<file path="config.mk">
export PLATFORM = sky130hd
export DESIGN_NAME = pipe_hazard_ctrl
export DESIGN_NICKNAME = d
export VERILOG_FILES = /design/src/rtl/pipe_hazard_ctrl.sv
export SDC_FILE = /design/constraint.sdc
export NUM_CORES = 1
export LEC_CHECK = 0
export ABC_CLOCK_PERIOD_IN_PS = 3510
export CORE_ASPECT_RATIO = 1.5
export CORE_MARGIN = 10
export CORE_UTILIZATION = 25
export CTS_CLUSTER_SIZE = 14
export DETAILED_ROUTE_END_ITERATION = 10
export PLACE_DENSITY = 0.64
export SYNTH_ARGS = -nofsm -noshare
export SYNTH_HDL_FRONTEND = slang
export SYNTH_SLANG_ARGS = --single-unit
export TNS_END_PERCENT = 1
</file>
<file path="constraint.sdc">
create_clock -name clk -period 3.51 [get_ports clk]
set_input_delay 0.702 -clock clk [delete_from_list [all_inputs] [get_ports clk]]
set_output_delay 0.702 -clock clk [all_outputs]
set_load 0.005 [all_outputs]
</file>
<file path="src/rtl/pipe_hazard_ctrl.sv">
`default_nettype none
// ============================================================================
// Module   : pipe_hazard_ctrl
// Brief    : RAW hazard stall/flush control and EX operand-forward selects for
//            a 5-stage RISC-V style pipeline. Define PIPE_FORWARD_EN to build
//            with forwarding (load-use stall only); otherwise stall on any RAW.
// Revision : 1.0 - initial release
// ============================================================================
module pipe_hazard_ctrl #(
    parameter int INST_W      = 32,
    parameter int RA_W        = 5,
    parameter int TRACK_DEPTH = 2
) (
    input  logic              clk,
    input  logic              rst_n,
    input  logic [INST_W-1:0] inst_id,
    input  logic              id_valid,
    input  logic              br_taken_ex,
    output logic              pc_we,
    output logic              flush_ifid,
    output logic              ex_valid,
    output logic [RA_W-1:0]   ex_rd,
    output logic              ex_we_reg,
    output logic              ex_is_load,
    output logic              ex_we_dram,
    output logic [1:0]        fwd_a_sel,
    output logic [1:0]        fwd_b_sel
);

    localparam logic [6:0] c_OP_LOAD   = 7'b0000011;
    localparam logic [6:0] c_OP_STORE  = 7'b0100011;
    localparam logic [6:0] c_OP_BRANCH = 7'b1100011;
    localparam logic [6:0] c_OP_REG    = 7'b0110011;
    localparam logic [6:0] c_OP_LUI    = 7'b0110111;
    localparam logic [6:0] c_OP_AUIPC  = 7'b0010111;
    localparam logic [6:0] c_OP_JAL    = 7'b1101111;
    localparam logic [1:0] c_TD        = 2'(TRACK_DEPTH);

    typedef struct packed {
        logic            valid;
        logic [RA_W-1:0] rd;
        logic            we_reg;
        logic            is_load;
        logic            we_dram;
        logic [RA_W-1:0] rs1;
        logic [RA_W-1:0] rs2;
    } stage_t;

    // Index 0 = EX, 1 = MEM, 2 = WB
    stage_t          st_q [3];
    stage_t          st_d [3];
    stage_t          w_dec;
    logic [6:0]      w_opcode;
    logic            w_rs1_used;
    logic            w_rs2_used;
    logic            w_hazard;
    logic            w_unused;

    function automatic logic raw_match(input stage_t s, input logic [RA_W-1:0] rs1,
                                       input logic u1, input logic [RA_W-1:0] rs2,
                                       input logic u2);
        raw_match = s.valid && s.we_reg &&
                    ((u1 && (rs1 != '0) && (rs1 == s.rd)) ||
                     (u2 && (rs2 != '0) && (rs2 == s.rd)));
    endfunction

    assign w_opcode   = inst_id[6:0];
    assign w_rs1_used = !((w_opcode == c_OP_LUI) || (w_opcode == c_OP_AUIPC) ||
                          (w_opcode == c_OP_JAL));
    assign w_rs2_used = (w_opcode == c_OP_REG) || (w_opcode == c_OP_STORE) ||
                        (w_opcode == c_OP_BRANCH);

    always_comb begin
        w_dec         = '0;
        w_dec.valid   = id_valid;
        w_dec.rd      = inst_id[7 +: RA_W];
        w_dec.rs1     = inst_id[15 +: RA_W];
        w_dec.rs2     = inst_id[20 +: RA_W];
        w_dec.is_load = (w_opcode == c_OP_LOAD);
        w_dec.we_dram = (w_opcode == c_OP_STORE);
        w_dec.we_reg  = !((w_opcode == c_OP_STORE) || (w_opcode == c_OP_BRANCH)) &&
                        (inst_id[7 +: RA_W] != '0);
    end

`ifdef PIPE_FORWARD_EN
    // Only a load in EX cannot be forwarded in time: one-cycle load-use stall
    assign w_hazard = id_valid && st_q[0].is_load &&
                      raw_match(st_q[0], w_dec.rs1, w_rs1_used, w_dec.rs2, w_rs2_used);

    always_comb begin
        fwd_a_sel = 2'b00;
        fwd_b_sel = 2'b00;
        if (st_q[1].valid && st_q[1].we_reg && (st_q[1].rd != '0) && (st_q[1].rd == st_q[0].rs1))
            fwd_a_sel = 2'b01;
        else if (st_q[2].valid && st_q[2].we_reg && (st_q[2].rd != '0) && (st_q[2].rd == st_q[0].rs1))
            fwd_a_sel = 2'b10;
        if (st_q[1].valid && st_q[1].we_reg && (st_q[1].rd != '0) && (st_q[1].rd == st_q[0].rs2))
            fwd_b_sel = 2'b01;
        else if (st_q[2].valid && st_q[2].we_reg && (st_q[2].rd != '0) && (st_q[2].rd == st_q[0].rs2))
            fwd_b_sel = 2'b10;
    end
`else
    always_comb begin
        w_hazard = 1'b0;
        for (int k = 0; k < TRACK_DEPTH; k++) begin
            if (raw_match(st_q[k], w_dec.rs1, w_rs1_used, w_dec.rs2, w_rs2_used))
                w_hazard = 1'b1;
        end
        w_hazard = w_hazard && id_valid;
    end

    assign fwd_a_sel = 2'b00;
    assign fwd_b_sel = 2'b00;
`endif

    // A redirect outranks a stall: the stalled instruction is on the wrong path
    assign pc_we      = !rst_n || br_taken_ex || !w_hazard;
    assign flush_ifid = rst_n && br_taken_ex;

    always_comb begin
        st_d[0] = (br_taken_ex || w_hazard) ? stage_t'('0) : w_dec;
        st_d[1] = st_q[0];
        st_d[2] = st_q[1];
    end

    always_ff @(posedge clk or negedge rst_n) begin
        if (!rst_n) begin
            for (int k = 0; k < 3; k++) st_q[k] <= '0;
        end else begin
            for (int k = 0; k < 3; k++) st_q[k] <= st_d[k];
        end
    end

    assign ex_valid   = st_q[0].valid;
    assign ex_rd      = st_q[0].rd;
    assign ex_we_reg  = st_q[0].we_reg;
    assign ex_is_load = st_q[0].is_load;
    assign ex_we_dram = st_q[0].we_dram;

    assign w_unused = ^{inst_id, st_q[0], st_q[1], st_q[2], c_TD};

endmodule
`default_nettype wire

</file>
==> out/qor.yml <==
netlist_top_cells_area: "dfrtp_1 (38%), xor2_1 (17%), buf_4 (6.4%)"
clockRootBuffer: "clkbuf_8"
cts.sinks: 16
cp_max_fo: 3
synth_area_um2: 1050
required_ns: 2.81
nNetsFinal: 176
n_antenna_cell: 0
final_cell_mix: "clkdlybuf4s50_1 (36), xor2_1 (20), dfrtp_1 (16)"
grt_overflow: 0
start_kind: "primary input"
portBuffers: 36
drt_iter0_markers: 36
syn_inst: 99
largest_register_ffs: 7
first_pass_iters: 2
critical_path_class: "primary input to output pin"
finalSetupViolCount: 0
yosys.area.top_type: "dfrtp_1"
grt_max_degree: 16
final_area_um2: 1520
yosysWarnings: 0
drc: 0
via_per_inst: 4.68
rsz0062_at_grt: "false"
fmax_ghz: 0.299
area_delta_synth_final_pct: 44.4
fin_setup_tns_ns: 0
avgSynthCellArea_um2: 10.6
worstPathArrival_ns: 2.64
fp-row-count: 28
initial_core_util: 0.263
grt_pass1_wl_um: 4930
core_um2: 3990
multi_input_area_um2: 604
clkTransAtPathRegs_ns: 0.06
grt_antenna_before_repair: 0
synth_top_area_frac: 0.380
ys_seq_area_frac: 0.380
cts_buffers: 3
post_drt_wl_per_cell_um: 16.1
clk_latency_ns: 0.24
min_period_ns: 3.35
leakagePower_nw: 0.637
dieArea_um2: 7260
drive_gt1_frac: 0.181
htreeDepth: 1
grt_pass1_vias: 979
min_path_type: "register to register"
die_h_um: 99.5
num_vias: 857
nFillCells: 401
instances_no_fill: 183
clockBufferDepth: 2
pre_cts_slack_ns: 0.0784
seqCellArea_um2: 400
ant_nets: 0
hpwl_um: 2520
setup_ws_ns: 0.164
synth_seq_cells: 16
placed_area_um2: 1450
gp_congestion: 0.799
cts_tree: "done"
placed_cells: 179
pin_count: 51
power_density_nw_per_um2: 286
cap_violations: 0
grt_usage: 0.0861
min_period_over_period: 0.953
final_common_cell: "clkdlybuf4s50_1"
skew_ns: 0.00430
end_kind: "output pin"
ctsHoldBuffers: 0
vdd_ir_drop_max_mv: 0.166
slew_viol_final: 0
synthDistinctLibCells: 27
die_w_um: 73.0
outcome: "finished clean"
hold_violations: 0
drt-total-wl_um: 2960
[metal layers]
layer	GRT usage	up-vias	share of wire
met4	0.0308	0	0.023
met1	0.0888	408	0.38
met2	0.157	26	0.55
met5	0	-	0
met3	0.0259	7	0.051
li1	-	416	-
[worst max-delay path: stages]
cell and delay [ns]:
clkdlybuf4s50_1 0.48, xor2_1 0.19, nor4_2 0.36, nand3_2 0.17, nand2_1 0.12, o2111ai_1 0.13
clkdlybuf4s50_1 0.48
[timing repair]
item / 4_1_cts / 5_1_grt
endpoints found under the setup margin: 0 / 1
buffers inserted: 0 / 1
resized for setup: 0 / 4
[metrics by stage]
stage / hold WS (ns) / util / power (mW)
2_1_floorplan: 0.396 / - / 0.248
3_3_place_gp: 0.409 / 0.363 / 0.304
3_5_place_dp: 0.403 / 0.363 / 0.306
4_1_cts: 0.416 / 0.373 / 0.439
5_1_grt: 0.426 / 0.380 / 0.457
6_report: 0.411 / 0.380 / 0.435
[report_power, final]
part           internal, mW  switching, mW
combinational        0.0571         0.0448
clock                0.0759         0.0543
sequential            0.193        0.00911
[synth_stat cells]
cell	number
xor2_1	20
dfrtp_1	16
buf_4	9
nor2_1	8
nor3_1	8
nor4b_1	6
nand2_1	5
nand3_1	5
inv_1	3
nand4_2	2
a211oi_4	1
a21bo_2	1
a21boi_4	1
a21oi_1	1
and2_1	1
and4b_1	1
conb_1	1
nand3_2	1
nand4b_1	1
nand4bb_4	1
nor3b_2	1
nor4_1	1
nor4_2	1
nor4b_2	1
o2111ai_1	1
o2111ai_2	1
o21ai_4	1
[final cells by class]
class,count,share of cell area
sequential,16,0.264
clock buffer,3,0.0272
inverter,3,0.00741
tap,45,0.0371
multi-input combinational,74,0.398
timing repair buffer,42,0.267
[final timing paths]
kind | start | end | slack, ns | depth (start not counted)
worst max-delay path | inst_id[24] | pc_we | 0.16 | 7
min in group asynchronous | rst_n | ex_valid$_DFF_PN0_ | 0.66 | 1
worst min-delay path | ex_we_reg$_DFF_PN0_ | st_d[12]$_DFF_PN0_ | 0.41 | 0
worst min register to register | ex_we_reg$_DFF_PN0_ | st_d[12]$_DFF_PN0_ | 0.41 | 0
max in group asynchronous | rst_n | st_d[17]$_DFF_PN0_ | 2.41 | 2
worst max register to register | ex_rd[0]$_DFF_PN0_ | ex_rd[3]$_DFF_PN0_ | 1.74 | 6
[logic make-up after synthesis]
group	share of synthesized area
AND/OR/NAND/NOR	0.285
XOR/XNOR	0.166
other	0.00356
buffers and inverters	0.0749
flip-flops	0.380
AO/OA/AOI/OAI	0.0892
No activity file was read; power rests on OpenSTA's default activity.
